**config.mk**
```make
export PLATFORM = sky130hd
export DESIGN_NAME = ycc422_packer_flat
export DESIGN_NICKNAME = d
export VERILOG_FILES = /design/src/rtl/ycc_pkg.sv /design/src/rtl/ycc422_packer_if.sv /design/src/rtl/video_meas.sv /design/src/rtl/ycc422_packer.sv /design/src/flat_wrapper.sv
export SDC_FILE = /design/constraint.sdc
export NUM_CORES = 1
export LEC_CHECK = 0
export ABC_AREA = 1
export ABC_CLOCK_PERIOD_IN_PS = 4400
export CAP_MARGIN = 40
export CELL_PAD_IN_SITES_DETAIL_PLACEMENT = 1
export CELL_PAD_IN_SITES_GLOBAL_PLACEMENT = 2
export CORE_UTILIZATION = 34
export CTS_CLUSTER_SIZE = 16
export DETAILED_ROUTE_END_ITERATION = 8
export GPL_ROUTABILITY_DRIVEN = 1
export PLACE_DENSITY = 0.92
export SYNTH_ARGS = -nofsm -noshare
export SYNTH_HDL_FRONTEND = slang
export SYNTH_SLANG_ARGS = --single-unit
export TNS_END_PERCENT = 20
```
**constraint.sdc**
```tcl
create_clock -name sys2_clk -period 4.4 [get_ports sys2_clk]
set_clock_uncertainty 0.05 [all_clocks]
set_input_delay 0.88 -clock sys2_clk [delete_from_list [all_inputs] [get_ports sys2_clk]]
set_output_delay 0.88 -clock sys2_clk [all_outputs]
set_load 0.01 [all_outputs]
```
**src/rtl/ycc_pkg.sv**
```systemverilog
`default_nettype none
// ============================================================================
// Module      : ycc_pkg
// Description : Shared types, blanking constants and the rounding average
//               used by the 4:4:4 -> 4:2:2 packer.
// Revision    : 1.0 - initial release
// ============================================================================
package ycc_pkg;

    localparam logic [7:0] BLANK_Y  = 8'h10;
    localparam logic [7:0] BLANK_C  = 8'h80;
    localparam int         PIPE_LAT = 3;

    typedef struct packed {
        logic [7:0] y;
        logic [7:0] cb;
        logic [7:0] cr;
    } ycc444_t;

    typedef struct packed {
        logic de;
        logic hs;
        logic vs;
    } vctl_t;

    localparam ycc444_t     BLANK_444 = '{y: BLANK_Y, cb: BLANK_C, cr: BLANK_C};
    localparam logic [15:0] BLANK_422 = {BLANK_C, BLANK_Y};

    // 9-bit sum keeps the carry, so the half-up result always fits 8 bits
    function automatic logic [7:0] avg_round(input logic [7:0] a, input logic [7:0] b);
        logic [8:0] w_sum;
        w_sum = {1'b0, a} + {1'b0, b} + 9'd1;
        return w_sum[8:1];
    endfunction

endpackage
`default_nettype wire

```
**src/rtl/ycc422_packer_if.sv**
```systemverilog
`default_nettype none
// ============================================================================
// Module      : ycc422_packer_if
// Description : Video bus into and out of the packer: 24-bit 4:4:4 in,
//               16-bit 4:2:2 out, each with DE/HS/VS.
// Revision    : 1.0 - initial release
// ============================================================================
interface ycc422_packer_if;

    logic        in_de;
    logic        in_hs;
    logic        in_vs;
    logic [23:0] in_data;

    logic        out_de;
    logic        out_hs;
    logic        out_vs;
    logic [15:0] out_data;

    modport master (
        output in_de, in_hs, in_vs, in_data,
        input  out_de, out_hs, out_vs, out_data
    );

    modport slave (
        input  in_de, in_hs, in_vs, in_data,
        output out_de, out_hs, out_vs, out_data
    );

endinterface
`default_nettype wire

```
**src/rtl/video_meas.sv**
```systemverilog
`default_nettype none
// ============================================================================
// Module      : video_meas
// Description : Raster measurement: active width, active line count and
//               frame count, derived from DE and VS edges.
// Revision    : 1.0 - initial release
// ============================================================================
module video_meas #(
    parameter int MEAS_W = 12
) (
    input  wire logic              clk,
    input  wire logic              rst,
    input  wire logic              i_de,
    input  wire logic              i_vs,
    output logic [MEAS_W-1:0]      o_width,
    output logic [MEAS_W-1:0]      o_height,
    output logic [15:0]            o_frames
);

    localparam logic [MEAS_W-1:0] c_MAX = '1;
    localparam logic [MEAS_W-1:0] c_ONE = MEAS_W'(1);

    logic              r_de;
    logic              r_vs;
    logic              r_armed;
    logic [MEAS_W-1:0] r_pix_cnt;
    logic [MEAS_W-1:0] r_line_cnt;
    logic [MEAS_W-1:0] r_width;
    logic [MEAS_W-1:0] r_height;
    logic [15:0]       r_frames;

    logic              w_de_fall;
    logic              w_vs_rise;
    logic              w_line_done;
    logic [MEAS_W-1:0] w_line_inc;

    assign w_de_fall  = r_de & ~i_de;
    assign w_vs_rise  = i_vs & ~r_vs;
    assign w_line_inc = (r_line_cnt == c_MAX) ? r_line_cnt : r_line_cnt + c_ONE;

    // A line already in progress when reset releases has no true start,
    // so it is only measured once DE has been seen low.
    assign w_line_done = w_de_fall & r_armed;

    always_ff @(posedge clk) begin
        if (rst) begin
            r_de       <= 1'b0;
            r_vs       <= 1'b0;
            r_armed    <= 1'b0;
            r_pix_cnt  <= '0;
            r_line_cnt <= '0;
            r_width    <= '0;
            r_height   <= '0;
            r_frames   <= '0;
        end else begin
            r_de <= i_de;
            r_vs <= i_vs;
            if (!i_de) begin
                r_armed <= 1'b1;
            end

            if (w_de_fall) begin
                r_pix_cnt <= '0;
            end else if (i_de && (r_pix_cnt != c_MAX)) begin
                r_pix_cnt <= r_pix_cnt + c_ONE;
            end

            if (w_line_done) begin
                r_width <= r_pix_cnt;
            end

            if (w_vs_rise) begin
                r_height   <= w_line_done ? w_line_inc : r_line_cnt;
                r_line_cnt <= '0;
                r_frames   <= r_frames + 16'd1;
            end else if (w_line_done) begin
                r_line_cnt <= w_line_inc;
            end
        end
    end

    assign o_width  = r_width;
    assign o_height = r_height;
    assign o_frames = r_frames;

endmodule
`default_nettype wire

```
**src/rtl/ycc422_packer.sv**
```systemverilog
`default_nettype none
// ============================================================================
// Module      : ycc422_packer
// Description : 4:4:4 -> 4:2:2 YCbCr packer with chroma averaging, blanking,
//               fixed 3-cycle latency and raster measurement.
// Revision    : 1.0 - initial release
// ============================================================================
module ycc422_packer
    import ycc_pkg::*;
#(
    parameter bit AVG_EN_DEFAULT = 1'b1,
    parameter int MEAS_W         = 12
) (
    input  wire logic              sys2_clk,
    input  wire logic              sys2_rst,
    input  wire logic              cfg_avg,
    ycc422_packer_if.slave         bus,
    output logic [MEAS_W-1:0]      meas_width,
    output logic [MEAS_W-1:0]      meas_height,
    output logic [15:0]            meas_frames
);

    // r_ctl[0] = input register, [1] = pair window, [PIPE_LAT-1] = output
    vctl_t [PIPE_LAT-1:0] r_ctl;
    vctl_t                w_in_ctl;

    ycc444_t     r1_pix;
    ycc444_t     r2_pix;
    logic        r1_odd;
    logic        r2_odd;
    logic        r1_avg;
    logic        r2_avg;
    logic [7:0]  r_c_odd;
    logic [15:0] r_out_data;

    logic        w_s2_even;
    logic        w_pair;
    logic [7:0]  w_c;
    logic [7:0]  w_c_odd_next;

    assign w_in_ctl = '{de: bus.in_de, hs: bus.in_hs, vs: bus.in_vs};

    always_ff @(posedge sys2_clk) begin
        if (sys2_rst) begin
            r_ctl      <= '0;
            r1_pix     <= BLANK_444;
            r2_pix     <= BLANK_444;
            r1_odd     <= 1'b0;
            r2_odd     <= 1'b0;
            r1_avg     <= AVG_EN_DEFAULT;
            r2_avg     <= AVG_EN_DEFAULT;
            r_c_odd    <= BLANK_C;
            r_out_data <= BLANK_422;
        end else begin
            r_ctl  <= {r_ctl[PIPE_LAT-2:0], w_in_ctl};
            r1_pix <= bus.in_data;
            // r_ctl[0].de is the previous DE, so a rising edge restarts on even
            r1_odd <= (bus.in_de && r_ctl[0].de) ? ~r1_odd : 1'b0;
            r1_avg <= cfg_avg;

            r2_pix  <= r1_pix;
            r2_odd  <= r1_odd;
            r2_avg  <= r1_avg;
            r_c_odd <= w_c_odd_next;

            r_out_data <= r_ctl[1].de ? {w_c, r2_pix.y} : BLANK_422;
        end
    end

    // With E in the pair window and O one stage behind, both chroma results
    // are formed together; O's is held one cycle until O reaches the window.
    assign w_s2_even = r_ctl[1].de & ~r2_odd;
    assign w_pair    = w_s2_even & r_ctl[0].de & r1_odd;

    always_comb begin
        w_c          = r_c_odd;
        w_c_odd_next = r_c_odd;
        if (w_s2_even) begin
            if (w_pair && r2_avg) begin
                w_c = avg_round(r2_pix.cb, r1_pix.cb);
            end else begin
                w_c = r2_pix.cb;
            end
        end
        if (w_pair) begin
            w_c_odd_next = r2_avg ? avg_round(r2_pix.cr, r1_pix.cr) : r1_pix.cr;
        end
    end

    assign bus.out_de   = r_ctl[PIPE_LAT-1].de;
    assign bus.out_hs   = r_ctl[PIPE_LAT-1].hs;
    assign bus.out_vs   = r_ctl[PIPE_LAT-1].vs;
    assign bus.out_data = r_out_data;

    video_meas #(
        .MEAS_W (MEAS_W)
    ) u_meas (
        .clk      (sys2_clk),
        .rst      (sys2_rst),
        .i_de     (bus.in_de),
        .i_vs     (bus.in_vs),
        .o_width  (meas_width),
        .o_height (meas_height),
        .o_frames (meas_frames)
    );

endmodule
`default_nettype wire

```
**src/flat_wrapper.sv**
```systemverilog
// flat-port wrapper written by rule: the top's interface ports become plain ports
module ycc422_packer_flat import ycc_pkg::*;
#(
    parameter bit AVG_EN_DEFAULT = 1'b1,
    parameter int MEAS_W         = 12
)
  (sys2_clk, sys2_rst, cfg_avg, meas_width, meas_height, meas_frames, bus_in_de, bus_in_hs, bus_in_vs, bus_in_data, bus_out_de, bus_out_hs, bus_out_vs, bus_out_data);
  ycc422_packer_if bus_i ();
  input  wire logic sys2_clk;
  input  wire logic sys2_rst;
  input  wire logic cfg_avg;
  output logic [MEAS_W-1:0] meas_width;
  output logic [MEAS_W-1:0] meas_height;
  output logic [15:0] meas_frames;
  input wire logic [$bits(bus_i.in_de)-1:0] bus_in_de;
  input wire logic [$bits(bus_i.in_hs)-1:0] bus_in_hs;
  input wire logic [$bits(bus_i.in_vs)-1:0] bus_in_vs;
  input wire logic [$bits(bus_i.in_data)-1:0] bus_in_data;
  output wire logic [$bits(bus_i.out_de)-1:0] bus_out_de;
  output wire logic [$bits(bus_i.out_hs)-1:0] bus_out_hs;
  output wire logic [$bits(bus_i.out_vs)-1:0] bus_out_vs;
  output wire logic [$bits(bus_i.out_data)-1:0] bus_out_data;
  assign bus_i.in_de = bus_in_de;
  assign bus_i.in_hs = bus_in_hs;
  assign bus_i.in_vs = bus_in_vs;
  assign bus_i.in_data = bus_in_data;
  assign bus_out_de = bus_i.out_de;
  assign bus_out_hs = bus_i.out_hs;
  assign bus_out_vs = bus_i.out_vs;
  assign bus_out_data = bus_i.out_data;
  ycc422_packer #(.AVG_EN_DEFAULT(AVG_EN_DEFAULT), .MEAS_W(MEAS_W)) u_core (.sys2_clk(sys2_clk), .sys2_rst(sys2_rst), .cfg_avg(cfg_avg), .bus(bus_i), .meas_width(meas_width), .meas_height(meas_height), .meas_frames(meas_frames));
endmodule
```
==> flow_metrics.py <==
metrics = {
    "yosys": {
        "synth_common_cells": "166 x nand2_1, 150 x dfxtp_1, 131 x inv_1, 101 x nor2_1, 72 x a21oi_1",
        "avgSynthCellArea_um2": 7.56,
        "synth_area_leader_cell": "dfxtp_1",
        "synthArstFlopShare": 0,
        "synthCells": 825,
        "synth_nets": 874,
        "synth_top_area_share": 0.481,
        "netlist_area_um2": 6240,
        "seq_area_frac_synth": 0.481,
        "synth_cell_types": 44,
        "synth_edf_count": 0,
        "synth_area_leaders": "dfxtp_1 48%, nand2_1 10%, inv_1 7.9%",
        "synthFlopType": "dfxtp_1",
        "synth_warnings": 0,
        "synth_seq_cells": 150,
        "yosysMostFrequentCell": "nand2_1",
    },
    "timing": {
        "tns_ps": 0,
        "finalSetupViolations": 0,
        "layout_worst_path_cycle_share": 0.594,
        "finalWorstSetupSlack_ps": 1790,
        "tightest_slew_ps": 799,
        "fmax_mhz": 383,
        "rsz0062_at_grt": "false",
        "final-hold-violation-count": 0,
        "slew_viol_final": 0,
        "slew_headroom": 0.467,
        "period_needed_ps": 2610,
    },
    "routing": {
        "vias_per_cell": 4.64,
        "num_vias": 5352,
        "wire_per_inst_um": 13.3,
        "routed_wl_um": 15300,
        "drt.antenna.violating_nets": 0,
        "drtIter0Drc": 155,
        "firstDrtPassIters": 6,
        "post-route-drc-count": 2,
    },
    "worst_setup_path": {
        "crit_type": "input port to flop",
        "critPathMaxStageDelay_ps": 460,
        "r2r_slack_ps": 2280,
        "cp_max_fo": 12,
        "crit_chain": "clkdlybuf4s50_1 > inv_1 > nand3_1 > inv_1 > nand3_1 > or2_2 > nand2_1 > nand2_1 > nand2_1",
        "r2r_cells": 8,
        "path_common_cell": "nand2_1",
        "crit_arrival_ps": 2940,
        "cp-start-kind": "input port",
        "required_ps": 4730,
        "slowest_stage": "inv_1",
        "r2r-end": "u_core.bus.out_data[15]$_SDFF_PP1_",
        "r2r_start": "u_core.r_ctl[5]$_SDFF_PP0_",
        "endpoint_kind": "flop",
    },
    "layout": {
        "fillers": 2244,
        "fin_nets": 961,
        "drive_gt1_frac": 0.0735,
        "syn_to_final_growth_pct": 26.1,
        "final-seq-area_um2": 3000,
        "diodes": 0,
        "multi_input_area_um2": 2610,
    },
    "global_route": {
        "antenna_found_initial": 0,
        "grt_pass1_wl_um": 25500,
        "grt-ovfl-total": 0,
        "first_global_vias": 5279,
        "track_usage": 0.175,
        "grt_max_degree": 44,
    },
    "min_path": {
        "holdPathEnd": "u_core.bus.out_hs$_SDFF_PP0_",
        "hold_path.class": "flop to flop",
        "worstHoldStart": "u_core.r_ctl[4]$_SDFF_PP0_",
        "min_path_cells": 2,
    },
    "die": {
        "die_h_um": 137,
        "num_io_pins": 89,
        "dieWidth_um": 137,
        "core_area_um2": 18000,
        "start_util": 0.347,
        "dieArea_um2": 18900,
        "num_rows": 49,
    },
    "cts": {
        "clk_latency_ps": 430,
        "clkTransAtPathRegs_ps": 70,
        "cts_tree": "built",
        "clock_path_buffers": 2,
        "cts.sinks": 150,
        "post_cts_buffers": 0,
        "cts_root_buf": "clkbuf_16",
        "post_cts_resized": 0,
        "htree_levels": 4,
        "ctsHoldBuffers": 0,
        "numCtsBuffers": 17,
    },
    "placement": {
        "numPortBuffers": 88,
        "dpl.hpwl_um": 11100,
        "pre_cts_ws_ps": 1330,
        "place_congestion": 0.787,
    },
    "outcome": {
        "violations": "design-rule violations",
        "status": "finished with violations",
    },
    "flow_run": {
        "cap_violations": 0,
    },
    "pwr": {
        "power_density_nw_per_um2": 380,
        "p_leak_nw": 3.34,
        "ir_drop_mv": 0.282,
    },
}
## how the worst max path moves through the flow
| stage | start | end | slack, ps |
|---|---|---|---|
| finish | bus_in_de | u_core.u_meas.o_height[5]$_SDFFE_PP0P_ | 1790 |
| global route | bus_in_de | u_core.u_meas.o_height[5]$_SDFFE_PP0P_ | 1630 |
| CTS | bus_in_de | u_core.u_meas.o_height[5]$_SDFFE_PP0P_ | 1790 |
| detailed placement | bus_in_de | u_core.u_meas.o_height[5]$_SDFFE_PP0P_ | 1330 |
| global placement | bus_in_de | u_core.u_meas.o_height[5]$_SDFFE_PP0P_ | 1390 |
| floorplan | bus_in_de | u_core.u_meas.r_line_cnt[2]$_SDFF_PP0_ | 2570 |
## cell families (layout without fill, tap and decap cells)
logic type / count (synthesis) / after routing / synth area share
adders and majority gates: 19 / 19 / 0.0405
AOI/OAI and AO/OA: 132 / 132 / 0.113
DFF: 150 / 150 / 0.481
xor gates and xnor gates: 12 / 12 / 0.0193
buffers and inverters: 159 / 259 / 0.100
and+or+nand+nor: 353 / 353 / 0.245
## per-layer routing
layer	global-route usage	part of all wire
met5	0	0
met4	0.0629	0.017
met3	0.0427	0.038
met2	0.296	0.47
met1	0.215	0.47
## where the power goes
part           internal [mW]  switching (mW)
combinational         0.0812           0.109
clock                  0.744           0.643
sequential              1.39          0.0190
total                   2.22           0.771
## state kept, by name, indices dropped and copies added (netlist names), 6 cells and up
signal / count
u_core.u_meas.o_width: 12
u_core.u_meas.o_height: 12
u_core.u_meas.r_pix_cnt: 12
u_core.r_c_odd: 8
u_core.r_ctl: 6
u_core.u_meas.o_frames: 16
u_core.u_meas.r_line_cnt: 12
u_core.bus.out_data: 16
u_core.r2_pix: 24
u_core.r1_pix: 24
## cell usage in the layout, fill, tap and decap left out, types with 3 or more instances in the layout
cell / instances
o21ai_0: 39
buf_4: 3
inv_1: 131
nand3_2: 3
o21ai_1: 4
nand4_1: 9
inv_6: 8
a31oi_1: 5
or2_2: 10
clkbuf_16: 17
clkinvlp_4: 3
clkdlybuf4s50_1: 87
nand2_1: 166
nand3_1: 34
nor2_1: 101
ha_1: 17
xnor2_1: 6
nand3b_1: 4
nor2_2: 3
nand2_2: 3
dfxtp_1: 150
a21oi_1: 72
xor2_1: 4
nor3_1: 9
o211ai_1: 3
## cell type report
cell class,instances,area share
well taps,229,0.0364
clock inverters,15,0.0169
flip-flops and latches,150,0.382
inverters,136,0.0652
clock buffers,17,0.0541
repair buffers,91,0.114
multi-input cells,516,0.332
## critical path, delay by kind of cell
| family | cells | cell delay (ps) |
|---|---|---|
| buffers and inverters | 3 | 1050 |
| and+or+nand+nor | 6 | 1010 |
## per-stage QoR
step	cell area [µm²]	instances	util	power [mW]	hold WS [ps]
after floorplan	6240	825	-	1.55	338
after global placement	7310	1122	0.407	1.63	340
after detailed placement	7310	1122	0.407	1.64	347
after CTS	7870	1154	0.438	3.03	351
after global routing	7870	1154	0.438	3.11	365
final	7870	1154	0.438	2.99	353
Note: power is estimated with default switching activity, not from simulation.
==> edit 1, RTL diff (same settings) <==
`MEAS_W` is set to 12 in 3 places; all go to 6.
--- a/src/rtl/video_meas.sv
+++ b/src/rtl/video_meas.sv
@@ -6,7 +6,7 @@
 // Revision    : 1.0 - initial release
 // ============================================================================
 module video_meas #(
-    parameter int MEAS_W = 12
+    parameter int MEAS_W = 6
 ) (
     input  wire logic              clk,
     input  wire logic              rst,
--- a/src/rtl/ycc422_packer.sv
+++ b/src/rtl/ycc422_packer.sv
@@ -9,7 +9,7 @@
     import ycc_pkg::*;
 #(
     parameter bit AVG_EN_DEFAULT = 1'b1,
-    parameter int MEAS_W         = 12
+    parameter int MEAS_W         = 6
 ) (
     input  wire logic              sys2_clk,
     input  wire logic              sys2_rst,
--- a/src/flat_wrapper.sv
+++ b/src/flat_wrapper.sv
@@ -2,7 +2,7 @@
 module ycc422_packer_flat import ycc_pkg::*;
 #(
     parameter bit AVG_EN_DEFAULT = 1'b1,
-    parameter int MEAS_W         = 12
+    parameter int MEAS_W         = 6
 )
   (sys2_clk, sys2_rst, cfg_avg, meas_width, meas_height, meas_frames, bus_in_de, bus_in_hs, bus_in_vs, bus_in_data, bus_out_de, bus_out_hs, bus_out_vs, bus_out_data);
   ycc422_packer_if bus_i ();
Interface: changed (resized meas_height and meas_width); port bits go from 89 to 77. No check against the original RTL was run, so the function may have changed too.
==> edit 1 against the unedited design <==
  * The flow still finishes with violations (design-rule violations)
  * Sequential cell count decreased by 24
  * Sequential power decreased by 14%
  * Power is 7.6% lower
  * Register-to-register slack got worse by 0.06 ns
  * Final area shrank 16%
  * Area after synthesis shrank 18%
  * Routed wire length shrank 18%
  * Setup slack gained 0.27 ns
  * Non-clock buffer count fell by 14
  * Fmax increased by 11%
  * Global-route usage about the same
  * Highest routed layer unchanged
==> edit 1: results (changes against the unedited design) <==
- Status: finished, violations left
- Failing checks: design-rule violations
- Dpl cell area: 0.00606 sq mm (-17%)
- Pleak: 0.00291 uW (-13%)
- I/O Buffers: 76 (-14%)
- Total Routing Usage GR: 17.5% (-0.048 points)
- Top cells by count, synth: 126 x dfxtp_1, 119 x nand2_1, 110 x inv_1, 89 x nor2_1, 54 x a21oi_1
- Worst EP required: 3.47 ns (-1.26 ns)
- Synth top area cells: dfxtp_1 49%, nand2_1 8.7%, inv_1 8.0%, nor2_1 6.5%, a21oi_1 5.3%
- M1 wire length: 5.90 mm (-19%)
- VDD IR max: 0.000256 V (-9.2%)
- First-pass GRT wire length: 21.7 mm (-15%)
- Final Wtd Congestion: 0.819 (+4.0%)
- Clock transition at path regs: 0.05 ns (-0.02 ns)
- Worst setup path start: u_core.u_meas.o_frames[3]
- DR vias: 4271 (-20%)
- Detail Route met2 WL: 6.00 mm (-17%)
- Hpwl dp: 9.20 mm (-17%)
- WL met3: 539 um (-8.2%)
- Yosys cell types: 45 (+2.3%)
- DRC: 10 (+8)
- Number of global-route vias before repair: 4618 (-13%)
- Dpl ws: 1.64 ns (+0.302 ns)
- Pin count of the biggest net entering global routing: 47 (+6.8%)
- CP max FO: 5 (-7)
==> edit 1: worst paths after layout <==
| kind | to | slack [ns] | cells past startpoint |
|---|---|---|---|
| max reg2reg | u_core.bus.out_data[15] | 2.22 | 8 |
| min | u_core.r2_pix[18] | 0.35 | 2 |
| min reg2reg | u_core.r2_pix[18] | 0.35 | 2 |
| max | meas_frames[3] | 2.06 | 1 |
==> edit 1: area by class of cell <==
cell class / count / area (sq um)
Clock buffer: 18 / 429
Multi-Input combinational cell: 398 / 2110
Fill cell: 1758 / 8010
Timing Repair Buffer: 77 / 763
Clock inverter: 13 / 149
Sequential cell: 126 / 2520
Tap cell: 184 / 230
Inverter: 115 / 437
==> edit 1: cell families after synthesis <==
logic type,Yosys count,share of synthesized area (%)
AOI/OAI and AO/OA,96,10.3
xor gates and xnor gates,11,1.88
adders and majority gates,19,4.93
buffers and inverters,129,9.80
DFF,126,49.2
and+or+nand+nor,272,23.9
==> edit 1: stage by stage <==
step	hold slack (ns)	total power (uW)	utilization, %
CTS	0.352	2800	45.3
detailed placement	0.345	1420	41.4
global route	0.361	2880	45.3
finish	0.352	2760	45.3
floorplan	0.338	1340	-
global placement	0.342	1410	41.4
==> edit 1: worst min-delay path: stages, from the launching register on <==
cell     delay, ns
dfxtp_1       0.29
inv_1         0.04
nor2_1        0.03
==> edit 1: power groups by stage <==
stage	Clock (uW)	Sequential, uW	Combinational [uW]
CTS	1400	1210	194
finish	1370	1210	190
global placement	0	1230	185
global route	1450	1210	216
floorplan	0	1230	112
detailed placement	0	1230	192
==> edit 1: per-layer routing <==
metal,GRT usage (%),vias up
met5,0,-
met4,5.24,0
met3,4.68,9
met2,30.0,71
met1,21.3,2010
li1,-,2181
==> edit 2, RTL diff (config.mk and constraints unchanged) <==
Made on the original files. Make the reset (`rst` and `sys2_rst`) asynchronous in 2 clocked blocks.
--- a/src/rtl/video_meas.sv
+++ b/src/rtl/video_meas.sv
@@ -42,7 +42,7 @@
     // so it is only measured once DE has been seen low.
     assign w_line_done = w_de_fall & r_armed;
 
-    always_ff @(posedge clk) begin
+    always_ff @(posedge clk or posedge rst) begin
         if (rst) begin
             r_de       <= 1'b0;
             r_vs       <= 1'b0;
--- a/src/rtl/ycc422_packer.sv
+++ b/src/rtl/ycc422_packer.sv
@@ -40,7 +40,7 @@
 
     assign w_in_ctl = '{de: bus.in_de, hs: bus.in_hs, vs: bus.in_vs};
 
-    always_ff @(posedge sys2_clk) begin
+    always_ff @(posedge sys2_clk or posedge sys2_rst) begin
         if (sys2_rst) begin
             r_ctl      <= '0;
             r1_pix     <= BLANK_444;
Check against the original RTL: differs if sys2_rst is asserted again (counterexample within 4 cycles, from zero or initial values and one cycle with sys2_rst high); with sys2_rst held inactive, the same outputs for 10 cycles.
==> edit 2 against the unedited design <==
  * Synthesized cell count is 17% lower
  * Area after synthesis is 3.6% higher
  * Setup slack worse by 0.16 ns
  * Global-route usage is 1.1 points lower
  * Sequential share of layout area is 7.8 points higher
  * Final cell count is 11% lower
  * Sequential cell count stayed put
  * Routed wire length is 4.8% lower
  * Worst hold slack worse by 0.055 ns
  * Critical endpoint is now u_core.u_meas.o_frames[11]
  * Final area is 4.2% higher
Power is not compared: it rests on default switching activity, and its combinational part moved more than twofold at a synthesized area within 25%.
==> edit 2: results (changes against the unedited design) <==
- Total CTS buffers: 17 (unchanged)
- Slew HR: 45.6% (-1.1 points)
- Yosys warnings: 0 (unchanged)
- Pin count of the biggest net entering global routing: 151 (+240%)
- Layout net count: 831 (-14%)
- Final Wtd Congestion: 0.780 (-0.88%)
- VDD IR max: 0.000242 V
- Top cells by count, synth: 174 x nand2_1, 139 x dfrtp_1, 89 x inv_1, 52 x nand3_1, 48 x nor2_1
- Final WL: 14.6 mm (-4.8%)
- Sequential-to-total area share from yosys stat: 58.3% (+10 points)
- WP data arrival: 3.03 ns (+0.09 ns)
- Syn_nets: 732 (-16%)
- DR vias: 4739 (-11%)
- I/O Buffers: 88 (unchanged)
- CP max FO: 22 (+10)
- Min-Delay Path Depth: 0 (-2)
- Pre-antenna DRT Iters: 4 (-2)
- R2r setup slk: 2.15 ns (-0.13 ns)
- Status: finished, final reports clean
- XOR/XNOR Fraction of Synth Area: 3.39% (+1.5 points)
- Detail Route met2 WL: 7.16 mm (-0.89%)
- Share of cells above drive strength 1: 9.07% (+1.7 points)
- First-pass GRT wire length: 25.2 mm (-1.3%)
- # H-tree levels: 4 (unchanged)
- Number of global-route vias before repair: 5038 (-4.6%)
- Clock buffer depth: 2 (unchanged)
- Synth Area in Adders: 3.91% (-0.14 points)
- Reg2reg start: u_core.r_ctl[0]
- Max Used Layer: met4
- Diodes inserted: 0 (unchanged)
- Synth Area in Compound Gates: 5.79% (-5.5 points)
- WL met3: 513 um (-13%)
- Slowest cell on crit path: clkdlybuf4s50_1
- M1 wire length: 6.73 mm (-7.3%)
- Pleak: 0.00391 uW
- Met2 usage: 27.6% (-2.0 points)
- Beginning of the worst hold path: u_core.r1_pix[19]
- Multi-input logic area: 0.00228 sq mm (-12%)
- Worst setup path start: bus_in_vs
- Worst reg2reg path endpoint: u_core.u_meas.o_frames[11]
- Synth top area cells: dfrtp_1 54%, nand2_1 10%, inv_1 5.2%, dfstp_2 4.5%, nand3_1 4.0%
- Met3 GRT Util: 4.03% (-0.24 points)
- Dpl cell area: 0.00761 sq mm (+4.1%)
- DR iter-0 viols: 158 (+1.9%)
- Worst R2R Path Depth: 9 (+1)
- Yosys cell types: 36 (-18%)
- Root Buffer Master: clkbuf_16
- Total Routing Usage GR: 16.4% (-1.1 points)
- Largest registers: u_core.r1_pix (24), u_core.r2_pix (24)
- Row count: 50 (+2.0%)
- Filler cells: 2138 (-4.7%)
- GR Util met1: 20.6% (-0.91 points)
- Hpwl dp: 10.1 mm (-9.2%)
- Psw: roughly 880 uW
- Top delay family on crit path: simple AND/OR/NAND/NOR gates
- Hold EP: u_core.r2_pix[19]
- Slowest stage delay, CP: 0.48 ns (+0.02 ns)
- Post-synth ARST share: 100% (+100 points)
- Post-CTS setup buffers: 0 (unchanged)
-- edit 2: cell types whose count changed after synthesis, sizes merged, moves of 17 or more --
cell   before  now
dfxtp     150    0
dfrtp       0  139
a21oi      72   16
nor2      106   55
inv       134   92
nand3      37   54
-- edit 2: cell type report --
| class | instances | share of cell area, % |
|---|---|---|
| timing repair buffer | 90 | 11.1 |
| sequential | 150 | 46.0 |
| clock inverter | 7 | 1.16 |
| tap | 234 | 3.57 |
| inverter | 93 | 4.37 |
| clock buffer | 24 | 6.00 |
| multi-input combinational | 430 | 27.9 |
-- edit 2: power by group through the flow --
| stage | Clock [uW] | Sequential (uW) | Combinational (uW) |
|---|---|---|---|
| CTS | 1490 | 1590 | 474 |
| global route | 1540 | 1600 | 527 |
| floorplan | 0 | 1610 | 243 |
| global placement | 0 | 1600 | 457 |
| detailed placement | 0 | 1610 | 470 |
| finish | 1450 | 1580 | 461 |
-- edit 2: worst max-delay path by stage --
stage,to,slack (ns)
5_1_grt,u_core.u_meas.o_frames[14],1.34
4_1_cts,u_core.u_meas.o_frames[11],1.57
6_report,u_core.u_meas.o_frames[11],1.63
3_3_place_gp,u_core.u_meas.o_frames[11],1.24
3_5_place_dp,u_core.u_meas.o_frames[11],1.16
2_1_floorplan,u_core.bus.out_data[0],1.59
-- edit 2: through the flow --
stage / cells / power, uW / setup WS (ns) / hold slack, ns
3_3_place_gp: 997 / 2060 / 1.24 / 0.283
4_1_cts: 1028 / 3550 / 1.57 / 0.301
6_report: 1028 / 3490 / 1.63 / 0.298
5_1_grt: 1028 / 3670 / 1.34 / 0.302
2_1_floorplan: 683 / 1860 / 1.59 / 0.281
3_5_place_dp: 997 / 2080 / 1.16 / 0.286
